--- config.mk ---
export PLATFORM = sky130hd
export DESIGN_NAME = dice_ctrl
export DESIGN_NICKNAME = d
export VERILOG_FILES = /design/src/rtl/dice_ctrl.sv
export SDC_FILE = /design/constraint.sdc
export NUM_CORES = 1
export LEC_CHECK = 0
export BUFFER_PORTS_ARGS = -buffer_cell sky130_fd_sc_hd__buf_2
export CORE_MARGIN = 2
export CORE_UTILIZATION = 51
export CTS_CLUSTER_DIAMETER = 100
export DETAILED_ROUTE_END_ITERATION = 12
export GPL_ROUTABILITY_DRIVEN = 0
export PLACE_DENSITY = 0.86
export SLEW_MARGIN = 20
export SYNTH_ARGS = -nofsm -noshare
export SYNTH_HDL_FRONTEND = slang
export SYNTH_SLANG_ARGS = --single-unit
--- constraint.sdc ---
create_clock -name clk -period 1.9 [get_ports clk]
set_clock_uncertainty 0.2 [all_clocks]
set_input_delay 0 -clock clk [delete_from_list [all_inputs] [get_ports clk]]
set_output_delay 0 -clock clk [all_outputs]
set_load 0.005 [all_outputs]
--- src/rtl/dice_ctrl.sv ---
// Dice game controller: rolls a free-running die on button release and trades
// decisions with an external chooser. Optional roll limit: define DICE_CTRL_TURN_LIMIT_EN.
module dice_ctrl #(
    parameter int TURN_LIMIT = 8
) (
    input  logic       clk,
    input  logic       rst,
    input  logic       start,
    input  logic       roll,
    input  logic       resp_pulse,
    input  logic [1:0] resp_result,
    input  logic [3:0] resp_score,
    output logic       pulse_o,
    output logic [2:0] num_o,
    output logic [3:0] score_o,
    output logic [3:0] rolls_o,
    output logic       playing_o,
    output logic       won_o,
    output logic       lost_o
);

    typedef enum logic [2:0] {
        S_IDLE      = 3'd0,
        S_PLAY      = 3'd1,
        S_ROLLING   = 3'd2,
        S_ISSUE     = 3'd3,
        S_WAIT_RESP = 3'd4,
        S_WON       = 3'd5,
        S_LOST      = 3'd6
    } state_t;

    localparam logic [1:0] RES_CONTINUE = 2'b00;
    localparam logic [1:0] RES_LOST     = 2'b01;
    localparam logic [1:0] RES_WON      = 2'b10;

    state_t     state_q, state_d;
    logic [2:0] die_q, die_d;
    logic [2:0] num_q, num_d;
    logic [3:0] score_q, score_d;
    logic [3:0] rolls_q, rolls_d;
    logic       pulse_q, pulse_d;
    logic       playing_q, playing_d;
    logic       won_q, won_d;
    logic       lost_q, lost_d;
    logic       limit_hit_s;

`ifdef DICE_CTRL_TURN_LIMIT_EN
    assign limit_hit_s = (rolls_q == 4'(TURN_LIMIT));
`else
    assign limit_hit_s = 1'b0;
`endif

    // State and registered outputs
    always_ff @(posedge clk) begin
        if (rst) begin
            state_q   <= S_IDLE;
            die_q     <= 3'd1;
            num_q     <= 3'd1;
            score_q   <= 4'd0;
            rolls_q   <= 4'd0;
            pulse_q   <= 1'b0;
            playing_q <= 1'b0;
            won_q     <= 1'b0;
            lost_q    <= 1'b0;
        end else begin
            state_q   <= state_d;
            die_q     <= die_d;
            num_q     <= num_d;
            score_q   <= score_d;
            rolls_q   <= rolls_d;
            pulse_q   <= pulse_d;
            playing_q <= playing_d;
            won_q     <= won_d;
            lost_q    <= lost_d;
        end
    end

    // Next-state logic
    always_comb begin
        state_d = state_q;
        case (state_q)
            S_IDLE, S_WON, S_LOST: begin
                if (start) state_d = S_PLAY;
                else       state_d = state_q;
            end
            S_PLAY: begin
                if (roll) state_d = S_ROLLING;
                else      state_d = S_PLAY;
            end
            S_ROLLING: begin
                if (!roll) state_d = S_ISSUE;
                else       state_d = S_ROLLING;
            end
            S_ISSUE: state_d = S_WAIT_RESP;
            S_WAIT_RESP: begin
                if (resp_pulse) begin
                    case (resp_result)
                        RES_CONTINUE: state_d = limit_hit_s ? S_LOST : S_PLAY;
                        RES_WON:      state_d = S_WON;
                        RES_LOST:     state_d = S_LOST;
                        default:      state_d = S_WAIT_RESP;
                    endcase
                end else begin
                    state_d = S_WAIT_RESP;
                end
            end
            default: state_d = S_IDLE;
        endcase
    end

    // Next values of the registered outputs; pulse and flags follow the next state
    always_comb begin
        die_d   = (die_q == 3'd6) ? 3'd1 : die_q + 3'd1;
        num_d   = num_q;
        score_d = score_q;
        rolls_d = rolls_q;
        case (state_q)
            S_IDLE, S_WON, S_LOST: begin
                if (start) begin
                    score_d = 4'd0;
                    rolls_d = 4'd0;
                end else begin
                    score_d = score_q;
                end
            end
            S_ROLLING: begin
                if (!roll) num_d = die_q;
                else       num_d = num_q;
            end
            S_ISSUE: begin
                if (rolls_q != 4'd15) rolls_d = rolls_q + 4'd1;
                else                  rolls_d = rolls_q;
            end
            S_WAIT_RESP: begin
                if (resp_pulse && (resp_result == RES_CONTINUE || resp_result == RES_WON))
                    score_d = resp_score;
                else
                    score_d = score_q;
            end
            default: num_d = num_q;
        endcase
        pulse_d   = (state_d == S_ISSUE);
        playing_d = (state_d == S_PLAY) || (state_d == S_ROLLING) ||
                    (state_d == S_ISSUE) || (state_d == S_WAIT_RESP);
        won_d     = (state_d == S_WON);
        lost_d    = (state_d == S_LOST);
    end

    assign pulse_o   = pulse_q;
    assign num_o     = num_q;
    assign score_o   = score_q;
    assign rolls_o   = rolls_q;
    assign playing_o = playing_q;
    assign won_o     = won_q;
    assign lost_o    = lost_q;

endmodule

**Yosys cells after proc, flatten, opt, wreduce, memory -nomap -nowiden**

Cells that the tools add are included.

- Flip-flop bits (word level): 21
- Latch bits: 0
- Bits in writable memories: 0
- Memory bits (read-only): 0
- Bits of input ports: 11
- Output and inout bits: 15
- Memories kept: 0

- Add/sub/neg operators: 2
- Multiply operators: 0
- Divide/modulo/power cells: 0
- Order comparisons: 0
- Equal/unequal tests: 19
- Shifts and indexed selects: 0
- Muxes and demuxes: 11
- Bitwise logic cells: 1
- Reduce and logical (&&, ||, !) cells: 14

Operator list:

| kind | count |
|---|---|
| equality test 3 bit, second input constant | 7 |
| case mux 4 bit (2 select lines) | 2 |
| case mux 3 bit (5 select lines) | 1 |
| equality test 3 x 2 -> 1 bit, second input constant | 4 |
| two-way mux 4 bit | 3 |
| case mux 3 bit (3 select lines) | 1 |
| equality test 3 x 1 -> 1 bit, second input constant | 2 |
| two-way mux 3 bit | 2 |
| inequality test 2 bit, second input constant | 3 |
| AND reduction 3 bit | 2 |
| adder 4 x 1 -> 4 bit, second input constant | 1 |
| logical OR 1 bit | 4 |
| inequality test 4 bit, second input constant | 1 |
| nonzero test 2 bit | 2 |
| adder 3 x 1 -> 3 bit, second input constant | 1 |
| logical NOT 3 bit | 1 |
| OR reduction 3 bit | 1 |
| equality test 2 x 1 -> 1 bit, second input constant | 1 |
| equality test 2 bit, second input constant | 1 |
| logical NOT 2 bit | 1 |
| two-way mux 2 bit | 1 |
| AND reduction 2 bit | 1 |
| OR reduction 2 bit | 1 |
| logical AND 1 bit | 1 |
| other kinds (2) | 2 |

**Longest topological paths before layout**

- Depth in word-level cells: 8
- Gate-level depth with buffers: 5
- Mapped depth without buffers: 5

**Least setup slack after synthesis**

No wires, ideal clock.

- Path kind: register -> register
- Start point: register state_q[2]
- End point: register rolls_q[0], in the netlist rolls_o[0]
- Library setup time: 134 ps
- Data arrival time: 1255 ps
- Data required time: 1566 ps
- Slack: 311 ps
- Stages on the path, launching flop included: 6
- Path buffers: 1
- Clock period less this slack: 1589 ps
- Cell sequence: dfxtp_1 buf_6 and2b_1 or4_4 nand3_1 a21oi_1

- Cells in the longest elaborated chain, start to end: 4

Ends and longest elaborated chain:

| item | line | source |
|---|---|---|
| start: declaration | 36 | `state_t state_q, state_d;` |
| start signal: assignment | 66 | `state_q <= state_d;` |
| equality test 3 bit or logical NOT 3 bit (tied branches) | 117 | `case (state_q)` |
| OR reduction 3 bit | 117 |  |
| inequality test 2 bit (no line) or nonzero test 2 bit (tied branches) | n/a |  |
| AND reduction 3 bit (no line) | n/a |  |
| end signal: assignment | 70 | `rolls_q <= rolls_d;` |
| end: declaration | 40 | `logic [3:0] rolls_q, rolls_d;` |

Several ways; a longest one is shown, not always the timed one.
A chain may end at the register's enable or synchronous reset.

**Worst setup path in the final report**

- Start point: input resp_result[1]
- End point: register lost_q, in the netlist lost_o

- Cells in the longest elaborated chain, start to end: 5

Ends and longest elaborated chain:

| item | line | source |
|---|---|---|
| start: declaration | 11 | `input logic [1:0] resp_result,` |
| equality test 2 x 1 -> 1 bit (tied with other cells) | 97 | `case (resp_result)` |
| case mux 3 bit (3 select lines) (*) | 97 |  |
| two-way mux 3 bit (*) | 96 | `if (resp_pulse) begin` |
| case mux 3 bit (5 select lines) (*) | 81 | `case (state_q)` |
| equality test 3 bit (*) | 146 | `lost_d = (state_d == S_LOST);` |
| end signal: assignment | 74 | `lost_q <= lost_d;` |
| end: declaration | 44 | `logic lost_q, lost_d;` |

Every way passes the cells marked *; elsewhere a longest branch is shown, timed or not.

==> impl_summary.md <==
Run status
The run finished with clean final reports.

Global routing
Entering global routing, the biggest net connects 15 pins. The number of antenna violations at the first check in global routing is 0. The total overflow left after global routing is 0. The first-pass GRT wire length is ~3800 um.

The total track usage is 0.202. The via count of the first global-routing pass is 877.

Min path
The class of the most critical hold timing path is primary input to flip-flop.

Route
Dividing the detail-routed wire length by the instance count gives 13.1 um. For this run, design rule violations remaining after detail routing come to 0. For this block, the routed nets add up to 2260 um of wire.

The violation count after the first detailed-route iteration is 17. The via count is 956. The detailed-router iteration count before antenna repair is 4.

The detail-routed via count per cell is 5.53. The antenna violation net count after detailed routing is 0.

Placement
Timing analysis after detailed placement gives a worst setup slack of ~0.19 ns. The number of buffers inserted by port buffering is 25. The HPWL after detailed placement is ~1600 um.

Timing
The worst-margin pin slew is 0.400 ns. Of the available clock period, the critical path in the final layout requires 0.971. The total of endpoints with negative setup slack in the final report is 0. The minimum setup slack in the final design is 0.0549 ns. The total count of hold-check failures in the final report was 0. The max-slew violation count is 0.

The clock period could shrink to approximately 1.8 ns. The worst pin sits at a relative slew slack of 0.733. Based on the critical path, the design can be clocked at up to 542 MHz. The tightest hold margin is 0.0611 ns.

Clock network
The CTS tree is built. The number of buffers created by CTS is 3. The clock latency reported for the late side of the worst-skew pair is 0.30 ns. Clock-pin slew was measured on the worst setup and hold paths at about 0.11 ns. The number of clock sinks is 21.

The depth of the CTS H-tree is 1. In this run the clock root is driven by a sky130_fd_sc_hd__clkbuf_4. The largest buffer count on any clock path is 2.

Final layout
The total number of nets in the final design is 161. The top cell types in the final layout, fill and taps aside, are 25 x sky130_fd_sc_hd__buf_2, 21 x sky130_fd_sc_hd__dfxtp_1, 9 x sky130_fd_sc_hd__dlygate4sd3_1. The area growth from synthesis to layout is 26.4%. Measured on the finished design, the core utilization comes to 0.677. The layout cell share with drive strength beyond 1 is 0.267. The library cell used most frequently in the layout, excluding fill and tap cells, is sky130_fd_sc_hd__buf_2. The number of inserted diodes is 0.

Die
The overall die height is 49.2 um. For this configuration, the core starts out at a cell density of 0.535. The I/O pin count is 26. The core box area is 1940 um^2. The die covers approximately 2400 um^2. The floorplan row count is 16. In this run the horizontal extent of the chip is 49.2 um.

Logic synthesis
The sequential fraction of the synthesis area is 0.404. The synthesized design contains 21 register bits. For this run, the leading register cell type out of synthesis is sky130_fd_sc_hd__dfxtp_1. The gate count of the mapped netlist is 109. Of all flip-flops after synthesis, the portion carrying an async set or reset was 0. The post-synthesis cell type count is 41.

The total number of yosys warnings is 0. Yosys mapped a number of flops with a built-in enable equal to 0. The synthesized area is 1040 um^2. The average size of a mapped cell is ~9.5 um^2. Counting every net in the synthesized netlist gives 123.

Setup path
The sort of element at the start of the critical path is a primary input. The category of the worst setup path capture point is a flip-flop. Among the stages of the critical path, the cell type that occurs most often is sky130_fd_sc_hd__dlygate4sd3_1.

The critical path goes through dlygate4sd3_1 -> buf_2 -> nor2b_1 -> dlygate4sd3_1 -> nand4b_1 -> a21oi_2 -> and3b_1. In this design, the stage delay of the slowest critical-path cell is 0.55 ns. The arrival time at the worst endpoint is 1.89 ns. The kind of critical path is primary input to flip-flop. At the worst endpoint, the required time is 1.95 ns. Along the worst path, the maximum fanout reaches 3. The worst-path cell with the longest stage delay is sky130_fd_sc_hd__dlygate4sd3_1.

Power and ir drop
The leakage power summed over all cells is 0.578 nW. The peak supply drop is 552 uV. Power spread over the standard cell area amounts to 646 nW/um^2. Total power for the finished layout comes to approximately 0.85 mW.

Run
Max-cap violations in this run came to 0.
kinds of logic after synthesis:
group                      after synthesis  share of synthesized area
AOI/OAI and AO/OA                       23                      0.162
adders and majority gates                3                     0.0361
buffers and inverters                   10                     0.0481
DFF                                     21                      0.404
muxes                                    4                     0.0385
and+or+nand+nor                         48                      0.310
layer usage:
layer / wire length [um] / global-route usage / vias up
met4: 44 / 0.0714 / 0
met2: 1120 / 0.360 / 26
li1: - / - / 474
met5: 0 / 0 / -
met3: 71 / 0.0368 / 7
met1: 1020 / 0.239 / 449
flip-flops by register name, indices dropped and copies added (netlist names):
register   cells
rolls_o        4
score_o        4
die_q          3
num_o          3
state_q        3
lost_o         1
playing_o      1
pulse_o        1
won_o          1
final cells by class:
type | instances | area, um^2
Fill cell | 168 | 628
Multi-Input combinational cell | 78 | 573
Sequential cell | 21 | 420
Timing Repair Buffer | 37 | 238
Tap cell | 27 | 33.8
Clock buffer | 4 | 26.3
Inverter | 6 | 22.5
where the power goes:
| group | internal, mW | switching, mW |
|---|---|---|
| logic | 0.0851 | 0.0800 |
| clock network | 0.0818 | 0.124 |
| registers | 0.460 | 0.0179 |
| total | 0.627 | 0.222 |
cell usage after synthesis, drive strengths merged (2+ instances only):
master | count | share of area
and2b | 2 | 0.014
ha | 3 | 0.036
and3b | 2 | 0.017
inv | 6 | 0.022
nor2 | 7 | 0.025
nor2b | 5 | 0.032
nand2 | 7 | 0.025
nand3 | 4 | 0.019
dfxtp | 21 | 0.40
a21oi | 8 | 0.039
nor3 | 3 | 0.019
buf | 3 | 0.023
o21ai | 2 | 0.0096
a22o | 4 | 0.034
nand3b | 3 | 0.022
or3 | 2 | 0.017
mux2i | 4 | 0.039
a2111oi | 2 | 0.029
nand4b | 3 | 0.025
o21a | 2 | 0.014
metrics by stage:
| step | TNS, ns | cells | area (um^2) |
|---|---|---|---|
| after floorplan | 0 | 109 | 1040 |
| after global placement | 0 | 160 | 1190 |
| after detailed placement | 0 | 160 | 1190 |
| after CTS | 0 | 173 | 1310 |
| after global routing | -0.135 | 173 | 1310 |
| final | 0 | 173 | 1310 |
worst max-delay path, delay by kind of cell:
family / cells / cell delay [ns]
AO/OA/AOI/OAI: 1 / 0.23
AND/OR/NAND/NOR: 3 / 0.44
buffers and inverters: 3 / 1.21
timing repair:
action | CTS | global route
setup endpoints to repair | 0 | 2
endpoints found under the hold margin | 19 | 0
hold buffers | 9 | 0
gates resized for setup | 0 | 1
setup buffers | 0 | 0
worst paths after layout:
| check | startpoint | endpoint | slack, ns | cells past startpoint |
|---|---|---|---|---|
| worst max-delay path | resp_result[1] | lost_o | 0.05 | 7 |
| worst min-delay path | start | rolls_o[2] | 0.06 | 4 |
| worst max register to register | state_q[2] | lost_o | 0.15 | 4 |
| worst min register to register | die_q[0] | die_q[0] | 0.22 | 1 |
Power figures use the tool's default switching activity.
